<file path="src/rtl/lsu_pkg.sv">
// Shared definitions for the load/store unit.
//   lsu_state_t     : FSM state encoding (IDLE, REQ, WAIT, WB)
//   SZ_*            : RISC-V funct3 access-size codes
//   is_misaligned   : address alignment check for a given access size
//   is_illegal_size : rejects unknown sizes and unsigned stores
package lsu_pkg;

  typedef enum logic [1:0] {
    IDLE = 2'd0,
    REQ  = 2'd1,
    WAIT = 2'd2,
    WB   = 2'd3
  } lsu_state_t;

  localparam logic [2:0] SZ_B  = 3'b000;
  localparam logic [2:0] SZ_H  = 3'b001;
  localparam logic [2:0] SZ_W  = 3'b010;
  localparam logic [2:0] SZ_BU = 3'b100;
  localparam logic [2:0] SZ_HU = 3'b101;

  // Halfwords need an even address, words need a 4-byte boundary.
  // Unknown sizes report aligned; they are caught by is_illegal_size.
  function automatic logic is_misaligned(input logic [2:0] size, input logic [1:0] addr_lo);
    logic mis;
    case (size)
      SZ_H, SZ_HU: mis = addr_lo[0];
      SZ_W:        mis = |addr_lo;
      default:     mis = 1'b0;
    endcase
    return mis;
  endfunction

  // Unsigned variants only make sense for loads.
  function automatic logic is_illegal_size(input logic [2:0] size, input logic we);
    logic ill;
    case (size)
      SZ_B, SZ_H, SZ_W: ill = 1'b0;
      SZ_BU, SZ_HU:     ill = we;
      default:          ill = 1'b1;
    endcase
    return ill;
  endfunction

endpackage

</file>
<file path="src/rtl/lsu_align.sv">
// Purely combinational alignment logic for the load/store unit.
//   Store path: st_size_i, st_addr_lo_i, st_data_i -> st_be_o, st_wdata_o
//               (byte lanes replicated so the enabled lanes carry the operand)
//   Load path : ld_size_i, ld_addr_lo_i, ld_rdata_i -> ld_result_o
//               (selected lane shifted down, then sign- or zero-extended)
module lsu_align
  import lsu_pkg::*;
(
  input  logic [2:0]  st_size_i,
  input  logic [1:0]  st_addr_lo_i,
  input  logic [31:0] st_data_i,
  output logic [3:0]  st_be_o,
  output logic [31:0] st_wdata_o,
  input  logic [2:0]  ld_size_i,
  input  logic [1:0]  ld_addr_lo_i,
  input  logic [31:0] ld_rdata_i,
  output logic [31:0] ld_result_o
);

  logic [31:0] ld_shifted;

  always_comb begin
    st_be_o    = 4'b1111;
    st_wdata_o = st_data_i;
    case (st_size_i)
      SZ_B: begin
        st_be_o    = 4'b0001 << st_addr_lo_i;
        st_wdata_o = {4{st_data_i[7:0]}};
      end
      SZ_H: begin
        st_be_o    = st_addr_lo_i[1] ? 4'b1100 : 4'b0011;
        st_wdata_o = {2{st_data_i[15:0]}};
      end
      default: begin
        st_be_o    = 4'b1111;
        st_wdata_o = st_data_i;
      end
    endcase
  end

  always_comb begin
    ld_shifted  = ld_rdata_i >> {ld_addr_lo_i, 3'b000};
    ld_result_o = ld_shifted;
    case (ld_size_i)
      SZ_B:    ld_result_o = {{24{ld_shifted[7]}}, ld_shifted[7:0]};
      SZ_BU:   ld_result_o = {24'h0, ld_shifted[7:0]};
      SZ_H:    ld_result_o = {{16{ld_shifted[15]}}, ld_shifted[15:0]};
      SZ_HU:   ld_result_o = {16'h0, ld_shifted[15:0]};
      default: ld_result_o = ld_shifted;
    endcase
  end

endmodule

</file>
<file path="src/rtl/load_store_unit.sv">
// Multi-cycle load/store unit between execute and data memory.
//   Core side   : req_i/we_i/size_i/addr_i/store_data_i/rd_addr_i in,
//                 busy_o (stall), done_o and err_o one-cycle pulses out
//   Memory side : mem_req_o held until mem_ready_i; mem_we_o, mem_be_o,
//                 mem_addr_o (word aligned), mem_wdata_o; read data returns
//                 on mem_rdata_i qualified by mem_rvalid_i
//   Reg file    : rf_we_o pulse with rf_waddr_o / rf_wdata_o (extended load)
// Requests are only sampled in IDLE; illegal or misaligned ones raise err_o
// the next cycle without touching memory.
module load_store_unit
  import lsu_pkg::*;
#(
  parameter int ADDR_W = 32,
  parameter int DATA_W = 32
) (
  input  logic              clk_i,
  input  logic              rstn_i,
  input  logic              req_i,
  input  logic              we_i,
  input  logic [2:0]        size_i,
  input  logic [ADDR_W-1:0] addr_i,
  input  logic [DATA_W-1:0] store_data_i,
  input  logic [4:0]        rd_addr_i,
  output logic              busy_o,
  output logic              done_o,
  output logic              err_o,
  output logic              mem_req_o,
  output logic              mem_we_o,
  output logic [3:0]        mem_be_o,
  output logic [ADDR_W-1:0] mem_addr_o,
  output logic [DATA_W-1:0] mem_wdata_o,
  input  logic              mem_ready_i,
  input  logic [DATA_W-1:0] mem_rdata_i,
  input  logic              mem_rvalid_i,
  output logic              rf_we_o,
  output logic [4:0]        rf_waddr_o,
  output logic [DATA_W-1:0] rf_wdata_o
);

  lsu_state_t        state_q, state_d;
  logic              we_q, we_d;
  logic [2:0]        size_q, size_d;
  logic [ADDR_W-1:0] addr_q, addr_d;
  logic [DATA_W-1:0] wdata_q, wdata_d;
  logic [3:0]        be_q, be_d;
  logic [4:0]        rd_q, rd_d;
  logic [DATA_W-1:0] result_q, result_d;
  logic              done_q, done_d;
  logic              err_q, err_d;

  logic [3:0]        st_be;
  logic [DATA_W-1:0] st_wdata;
  logic [DATA_W-1:0] ld_result;

  // Store path works on the incoming request; load path on the latched one.
  lsu_align u_align (
    .st_size_i    (size_i),
    .st_addr_lo_i (addr_i[1:0]),
    .st_data_i    (store_data_i),
    .st_be_o      (st_be),
    .st_wdata_o   (st_wdata),
    .ld_size_i    (size_q),
    .ld_addr_lo_i (addr_q[1:0]),
    .ld_rdata_i   (mem_rdata_i),
    .ld_result_o  (ld_result)
  );

  // State and datapath registers
  always_ff @(posedge clk_i or negedge rstn_i) begin
    if (!rstn_i) begin
      state_q  <= IDLE;
      we_q     <= 1'b0;
      size_q   <= 3'b000;
      addr_q   <= '0;
      wdata_q  <= '0;
      be_q     <= 4'b0000;
      rd_q     <= 5'd0;
      result_q <= '0;
      done_q   <= 1'b0;
      err_q    <= 1'b0;
    end else begin
      state_q  <= state_d;
      we_q     <= we_d;
      size_q   <= size_d;
      addr_q   <= addr_d;
      wdata_q  <= wdata_d;
      be_q     <= be_d;
      rd_q     <= rd_d;
      result_q <= result_d;
      done_q   <= done_d;
      err_q    <= err_d;
    end
  end

  // Next-state and register-update logic
  always_comb begin
    state_d  = state_q;
    we_d     = we_q;
    size_d   = size_q;
    addr_d   = addr_q;
    wdata_d  = wdata_q;
    be_d     = be_q;
    rd_d     = rd_q;
    result_d = result_q;
    done_d   = 1'b0;
    err_d    = 1'b0;
    case (state_q)
      IDLE: begin
        if (req_i) begin
          if (is_illegal_size(size_i, we_i) || is_misaligned(size_i, addr_i[1:0])) begin
            err_d = 1'b1;
          end else begin
            we_d    = we_i;
            size_d  = size_i;
            addr_d  = addr_i;
            rd_d    = rd_addr_i;
            // Loads fetch the whole word and extract the lane on return.
            be_d    = we_i ? st_be : 4'b1111;
            wdata_d = we_i ? st_wdata : '0;
            state_d = REQ;
          end
        end
      end
      REQ: begin
        if (mem_ready_i) begin
          if (we_q) begin
            done_d  = 1'b1;
            state_d = IDLE;
          end else begin
            state_d = WAIT;
          end
        end
      end
      WAIT: begin
        if (mem_rvalid_i) begin
          result_d = ld_result;
          state_d  = WB;
        end
      end
      WB: begin
        state_d = IDLE;
      end
      default: begin
        state_d = IDLE;
      end
    endcase
  end

  // Outputs; memory and register-file buses read zero outside their states
  always_comb begin
    busy_o      = (state_q != IDLE);
    // Store completion comes from done_q, load completion from WB.
    done_o      = done_q | (state_q == WB);
    err_o       = err_q;
    mem_req_o   = (state_q == REQ);
    mem_we_o    = (state_q == REQ) && we_q;
    mem_be_o    = (state_q == REQ) ? be_q : 4'b0000;
    mem_addr_o  = (state_q == REQ) ? {addr_q[ADDR_W-1:2], 2'b00} : '0;
    mem_wdata_o = (state_q == REQ) ? wdata_q : '0;
    // x0 is hardwired to zero, so the write is dropped but done_o still fires.
    rf_we_o     = (state_q == WB) && (rd_q != 5'd0);
    rf_waddr_o  = (state_q == WB) ? rd_q : 5'd0;
    rf_wdata_o  = (state_q == WB) ? result_q : '0;
  end

endmodule
</file>
<file path="config.mk">
export PLATFORM = sky130hd
export DESIGN_NAME = load_store_unit
export DESIGN_NICKNAME = d
export VERILOG_FILES = /design/src/rtl/lsu_pkg.sv /design/src/rtl/lsu_align.sv /design/src/rtl/load_store_unit.sv
export SDC_FILE = /design/constraint.sdc
export NUM_CORES = 1
export LEC_CHECK = 0
export ABC_CLOCK_PERIOD_IN_PS = 3130
export CORE_UTILIZATION = 48
export DETAILED_ROUTE_END_ITERATION = 8
export PLACE_DENSITY = 0.86
export SYNTH_ARGS = -nofsm -noshare
export SYNTH_HDL_FRONTEND = slang
export SYNTH_SLANG_ARGS = --single-unit
export TNS_END_PERCENT = 30
</file>
<file path="constraint.sdc">
create_clock -name clk_i -period 3.13 [get_ports clk_i]
set_clock_uncertainty 0.05 [all_clocks]
set_input_delay 0.4695 -clock clk_i [delete_from_list [all_inputs] [get_ports clk_i]]
set_output_delay 0.4695 -clock clk_i [all_outputs]
set_load 0.02 [all_outputs]
</file>
# --- Word-level counts from Yosys, hierarchy flattened ---
# Index checks and enable logic that the tools add are counted.
op_classes:
  eq_ne: 14
  mux: 29
  bitwise: 2
  n_reduce_logical: 15
  n_shift: 2
ops:
  columns: ["op", "n"]
  rows:
  - ["$mux W32", 4]
  - ["$pmux W32 S4", 1]
  - ["$pmux W32 S2", 1]
  - ["$shr A32 B5 Y32", 1]
  - ["$eq A3 B3 Y1 const B", 4]
  - ["$mux W4", 3]
  - ["$mux W1", 10]
  - ["$mux W2", 5]
  - ["$pmux W2 S4", 1]
  - ["$pmux W4 S2", 1]
  - ["$eq A3 B1 Y1 const B", 2]
  - ["$logic_not A3 Y1", 2]
  - ["$ne A2 B2 Y1 const B", 3]
  - ["$reduce_or A2 Y1", 3]
  - ["$mux W5", 1]
  - ["$reduce_bool A5 Y1", 1]
  - ["$eq A2 B2 Y1 const B", 2]
  - ["$pmux W1 S2", 2]
  - ["$reduce_and A4 Y1", 1]
  - ["$shl A1 B2 Y4 const A", 1]
  - ["$eq A3 B2 Y1 const B", 1]
  - ["$reduce_and A3 Y1", 1]
  - ["$reduce_or A3 Y1", 1]
  - ["$eq A2 B1 Y1 const B", 1]
  - ["8 further kinds", 9]
totals:
  reg_bits: 113
  inputBits: 110
  output_inout_bits: 111
  word_cells: 72

# --- Longest topological paths before layout ---
# Gate-level depths: netlist (run 1).
depth:
  depth_word: 9
  depth_mapped: 7
  mapped_depth_nobuf: 4

# --- Hierarchy ---
# Synthesis (run 1) repeated with hierarchy kept, for this count alone.
hier_totals:
  hier_cells: 617
  area_unflattened_um2: 6339.8
by_module_without_submodules:
  columns: ["mod", "area_each_um2", "seq_area_each_um2", "cells_per_inst", "instances"]
  rows:
  - ["load_store_unit", 5191.2, 2827.7, 450, 1]
  - ["lsu_align", 1148.6, 0.0, 167, 1]

# --- Worst setup path after synthesis (run 1) ---
# OpenSTA, ideal clock, no wires.
synth_timing:
  path_kind: "input port to flip-flop"
  start: "input size_i[0]"
  end: "register addr_q[10]"
  n_path_buf: 2
  required_time_ns: 2.955
  path_stages: 5
  setup_time_ns: 0.125
  path_slack_ns: 1.205
  t_arrival_ns: 1.751
  cell_sequence: "clkbuf_1 > a221oi_1 > o211ai_1 > buf_2 > mux2_2"
synth_via:
  elab_chain_len: 8
  elab_cells_between_ends: 17
  cone_classes: "eq/ne: 4; mux: 6; bitwise: 1; reduce/logical: 6"
synth_rtl:
  columns: ["element", "line", "source"]
  rows:
  - ["start: declaration", "load_store_unit.sv:20", "input logic [2:0] size_i,"]
  - ["$eq A3 B2 Y1 (tied with other cells)", "lsu_pkg.sv:25, lsu_pkg.sv:36", null]
  - ["$reduce_or A3 Y1 (tied with other cells)", "lsu_pkg.sv:36", "case (size)"]
  - ["$pmux W1 S2, on equally long branches", "lsu_pkg.sv:36, lsu_pkg.sv:25", null]
  - ["$mux W1", "load_store_unit.sv:109", "if (req_i) begin"]
  - ["$mux W1", "load_store_unit.sv:107", "case (state_q)"]
  - ["$logic_or A1 B1 Y1 *", "load_store_unit.sv:110", "if (is_illegal_size(size_i, we_i) || is_misaligned(size_i, addr_i[1:0])) begin"]
  - ["$not A1 Y1 (no source line) *", null, null]
  - ["$reduce_and A3 Y1 (no source line) *", null, null]
  - ["end signal: assignment", "load_store_unit.sv:85", "addr_q <= addr_d;"]
  - ["end: declaration", "load_store_unit.sv:43", "logic [ADDR_W-1:0] addr_q, addr_d;"]
# Every way passes the cells marked *; elsewhere a longest branch is shown, timed or not. The select of a mux whose other input is x is not followed.
# A chain may end at the register's enable or synchronous reset.

==> flow_summary.yaml, run 1 <==
floorplan:
  dieArea_sq_um: 12800
  initial_core_util_pct: 49.3
  die_x_um: 113
  core_sq_um: 12000
  rows: 40
  ios: 221
  fp.dieH_um: 113
synthesis:
  syn_inst: 600
  synth_ff_type: "dfrtp_1"
  yosys-top-cells-area: "dfrtp_1, mux2_2, and2_1"
  ys.warnings.count: 0
  yosysTopAreaCell: "dfrtp_1"
  synth_edf_count: 0
  yosysUniqueCellTypes: 38
  synth_most_common_cell: "dfrtp_1"
  syn_area_per_cell_sq_um: 9.86
  synth_top_area_share_pct: 47.8
  synth_area_sq_um: 5920
  synth_top_cells_by_count: "dfrtp_1, and2_1, nand2_1"
  async_flop_share_pct: 100
  ys_seq_area_share_pct: 47.8
  ys_ff_latch: 113
cts:
  clockRootBuffer: "clkbuf_16"
  post_cts_buffers: 0
  clkTransAtPathRegs_ns: 0.06
  htree_levels: 4
  cts_hold_buf: 0
  worstSkewPairLatency_ns: 0.40
  cts_buffers: 17
  clockBufferDepth: 2
  cts.sinks: 113
  cts_tree: "built"
  post_cts_resized: 0
drt:
  drt_pass1_iterations: 7
  antenna_left: 0
  drt_iter0_markers: 439
  remaining_drc_errors: 0
  drt_wl_total_um: 18300
  wire_per_inst_um: 19.0
  num_vias: 5488
  viasPerCell: 5.69
setup_path:
  cp_max_fo: 33
  max_stage_delay_ns: 0.61
  r2r-end: "result_q[29]"
  reg2reg_depth: 5
  cp.required_ns: 2.61
  critPathCaptureType: "output port"
  path_cells: "nor2b_4 > buf_12 > and2_1 > clkdlybuf4s50_1"
  crit_arrival_ns: 2.18
  ff2ff_setup_slack_ns: 0.85
  critPathSlowestCell: "clkdlybuf4s50_1"
  crit_type: "reg -> out"
  startpoint_type: "register"
grt:
  grt_pass1_vias: 5640
  antenna_found_initial: 0
  overflow: 0
  grt_pass1_wl_um: 29100
  grtUsageTotal_pct: 29.7
  grt_max_degree: 92
sta:
  fin_crit_sh_pct: 86.4
  slew_headroom_pct: 38.2
  fmax_mhz: 370
  whs_ns: 0.00825
  setup_viol: 0
  worstMarginPinSlew_ns: 0.920
  finalMaxSlewViolations: 0
  fin_tns_setup_ns: 0
  hold_viol: 0
  rsz0062_at_grt: "no"
  fin_crit_ns: 2.70
worst_hold_path:
  min_path_type: "in -> async"
power_and_ir_drop:
  vdd_drop_max_v: 0.000573
  leakage_nw: 3.90
  power_density_nw_per_um2: 870
  p_total_mw: 7.70
run_status:
  status: "finished, final reports clean"
placed_design:
  placedCellCount: 932
  place_congestion: 0.907
  hpwlAfterDp_um: 12800
  port_buffers: 218
final_layout:
  layout.nets: 914
  stdcell_count: 964
  drive_gt1_share_pct: 12.5
  area.growth.synth_to_final_pct: 49.7
  antennaDiodeCount: 0
job:
  cap_violations: 0
## critical path: cells and delay by family (launching register included)
family,cells,cell delay [ns]
buffers and inverters,2,0.84
flip-flops,1,0.40
AND/OR/NAND/NOR,2,0.53
## per-layer routing
layer	vias to the layer above	global-route usage [%]	part of all wire (%)
li1	2487	-	-
met1	2656	35.3	39
met2	303	48.7	49
met3	42	11.1	9.7
met4	0	12.4	2.8
met5	-	0	0
## area by class of cell
class	count	area [sq um]
multi-input cells	434	2870
clock buffers	17	425
repair buffers	234	2350
inverters	4	15.0
clock inverters	15	184
fillers	833	3150
flip-flops and latches	113	2830
well taps	147	184
## placed cells by master (no fill, tap or decap), types with 2 or more instances in the layout
| cell type | count |
|---|---|
| nand2_1 | 74 |
| a21oi_1 | 18 |
| bufinv_16 | 3 |
| nor2b_1 | 2 |
| mux2_2 | 47 |
| nor3_1 | 3 |
| clkbuf_16 | 17 |
| o21ai_0 | 38 |
| inv_6 | 2 |
| and3_1 | 38 |
| and2_1 | 74 |
| o31ai_1 | 16 |
| clkdlybuf4s50_1 | 217 |
| buf_4 | 13 |
| clkinvlp_4 | 3 |
| nand2b_1 | 4 |
| dfrtp_1 | 113 |
| clkinv_2 | 2 |
| nand3b_1 | 2 |
| inv_1 | 3 |
| conb_1 | 2 |
| nand3_1 | 15 |
| clkinv_4 | 5 |
| a221o_1 | 8 |
| buf_12 | 4 |
| nor2_1 | 28 |
| mux2i_1 | 41 |
| o211ai_1 | 9 |
## stage by stage
stage / utilization [%] / area [sq um] / setup WS [ns]
2_1_floorplan: - / 5920 / 1.20
3_3_place_gp: 68.7 / 8250 / 0.649
3_5_place_dp: 68.7 / 8250 / 0.597
4_1_cts: 73.7 / 8860 / 0.374
5_1_grt: 73.7 / 8860 / 0.315
6_report: 73.7 / 8860 / 0.426
## worst max path at each step
| stage | endpoint | slack [ns] | cells after the start |
|---|---|---|---|
| floorplan | addr_q[10] | 1.20 | 5 |
| global placement | result_q[23] | 0.65 | 5 |
| detailed placement | result_q[23] | 0.60 | 5 |
| CTS | mem_wdata_o[16] | 0.37 | 4 |
| global route | mem_addr_o[7] | 0.31 | 4 |
| finish | mem_wdata_o[16] | 0.43 | 4 |
## flip-flops by register name, summed over array words and instances, names as in the netlist, named ones only
signal / cells
wdata_q: 32
rd_q: 5
addr_q: 32
err_o: 1
result_q: 32
done_q: 1
we_q: 1
size_q: 3
be_q: 4
state_q: 1
## kinds of logic after synthesis
group	Yosys count	share of synthesized area (%)
AND/OR/NAND/NOR	248	21.9
multiplexers	89	16.3
flip-flops	113	47.8
other	1	0.0634
buffers and inverters	54	3.91
AO/OA/AOI/OAI	95	10.1
## power by group
group	switching [mW]	internal [mW]	total (mW)
clock	0.719	1.26	1.98
combinational	1.64	1.49	3.13
sequential	0.435	2.16	2.60
Note: power is estimated with default switching activity, not from simulation.
==> inputs of run 2 (changes only) <==
- ABC_CLOCK_PERIOD_IN_PS: 3130 -> 3400
- TNS_END_PERCENT: 30 -> 5
- clock period: 3.13 -> 3.4 ns (I/O delays scaled with it)
==> flow_summary.yaml, run 2 (synthesis gave the netlist of run 1 again) <==
drt:
  num_vias: 5330
  viasPerCell: 5.55
  antenna_left: 0
  drt_wl_total_um: 17400
  remaining_drc_errors: 0
  wire_per_inst_um: 18.1
  drt_iter0_markers: 346
  drt_pass1_iterations: 5
setup_path:
  cp_num_buf_inv: 2
  critPathTopFamily: "buffers and inverters"
  max_stage_delay_ns: 0.72
  ff2ff_setup_slack_ns: 0.92
  critPathSlowestCell: "dfrtp_1"
  reg2reg_from: "addr_q[1]"
  critPathCaptureType: "output port"
  path_cells: "nor2b_4 > buf_12 > and2_1 > clkdlybuf4s50_1"
  crit_arrival_ns: 2.50
  startpoint: "state_q[0]"
  crit_type: "reg -> out"
  reg2reg_depth: 3
  cp_max_fo: 71
  r2r-end: "result_q[23]"
  startpoint_type: "register"
  cp.required_ns: 2.84
placed_design:
  hpwlAfterDp_um: 12500
  pre_cts_ws_ns: 0.804
  placedCellCount: 929
  place_congestion: 0.916
  place_area_sq_um: 8210
  port_buffers: 218
grt:
  grt_max_degree: 73
  overflow: 0
  grt_pass1_wl_um: 27800
  grtUsageTotal_pct: 28.2
  antenna_found_initial: 0
  grt_pass1_vias: 5476
sta:
  fin_crit_sh_pct: 90.0
  rsz0062_at_grt: "no"
  worstMarginPinSlew_ns: 0.921
  setup_viol: 0
  slew_headroom_pct: 38.6
  finalMaxSlewViolations: 0
  fmax_mhz: 327
  fin_crit_ns: 3.06
  hold_viol: 0
  setup_slack_ns: 0.340
  fin_tns_setup_ns: 0
cts:
  htree_levels: 4
  clkTransAtPathRegs_ns: 0.05
  cts_buffers: 17
  clockBufferDepth: 2
  post_cts_resized: 0
  post_cts_buffers: 0
  cts_hold_buf: 0
  cts_tree: "built"
  cts.sinks: 113
  worstSkewPairLatency_ns: 0.40
  clockRootBuffer: "clkbuf_16"
final_layout:
  drive_gt1_share_pct: 11.9
  area.growth.synth_to_final_pct: 49.6
  stdcell_count: 960
  top_regs: "addr_q: 32 flops, result_q: 32 flops, wdata_q: 32 flops"
  layout.nets: 911
  antennaDiodeCount: 0
  final_common_cell: "clkdlybuf4s50_1"
  fillCellCount: 872
  final_cell_mix: "clkdlybuf4s50_1, dfrtp_1, and2_1, nand2_1, mux2_2"
  stdcell_area_sq_um: 8850
floorplan:
  fp.dieH_um: 113
  die_x_um: 113
  rows: 40
  dieArea_sq_um: 12800
  initial_core_util_pct: 49.3
  core_sq_um: 12000
  ios: 221
power_and_ir_drop:
  p_total_mw: 7.08
  leakage_nw: 3.90
  power_density_nw_per_um2: 800
  vdd_drop_max_v: 0.000490
run_status:
  status: "finished, final reports clean"
job:
  cap_violations: 0
worst_hold_path:
  min_path_type: "in -> async"
==> run 2: cell types whose count changed in the layout (fill, tap and decap cells not counted) <==
cell / delta
clkinv_4: -4
clkbuf_8: +4
inv_6: -2
clkbuf_1: +1
buf_4: -2
bufinv_16: +1
buf_12: -1
clkinvlp_4: -1
==> run 2: per-stage QoR <==
step           hold slack, ns  util [%]
2_1_floorplan           0.164         -
3_3_place_gp            0.403      68.4
3_5_place_dp            0.412      68.4
4_1_cts                 0.113      73.7
5_1_grt                 0.143      73.7
6_report               0.0882      73.7
==> run 2: where the power goes <==
part           internal [mW]  switching, mW  total, mW
clock network           1.30          0.616       1.91
registers               1.99          0.460       2.45
logic                   1.35           1.37       2.72
total                   4.63           2.45       7.08
==> run 2: layout make-up <==
cell class                 count  area, sq um  share of cell area (%)
inverter                       4         15.0                   0.170
clock buffer                  22          484                    5.47
timing repair buffer         231         2310                    26.2
multi-input combinational    434         2870                    32.4
tap                          147          184                    2.08
sequential                   113         2830                    31.9
clock inverter                 9          154                    1.74
==> run 2: per-layer routing <==
metal  vias to the layer above  track usage, %  part of all wire, %
li1                       2475               -                    -
met1                      2561            34.2                   40
met2                       255            45.3                   48
met3                        39            9.96                  9.6
met4                         0            12.7                  2.9
met5                         -               0                    0
==> run 2: how the worst max path moves through the flow <==
stage	end	cells past startpoint	slack (ns)
finish	mem_addr_o[12]	4	0.34
global route	mem_addr_o[7]	4	0.25
CTS	mem_addr_o[7]	4	0.36
detailed placement	rd_q[2]	5	0.80
global placement	mem_be_o[1]	4	0.84
floorplan	addr_q[10]	5	1.43
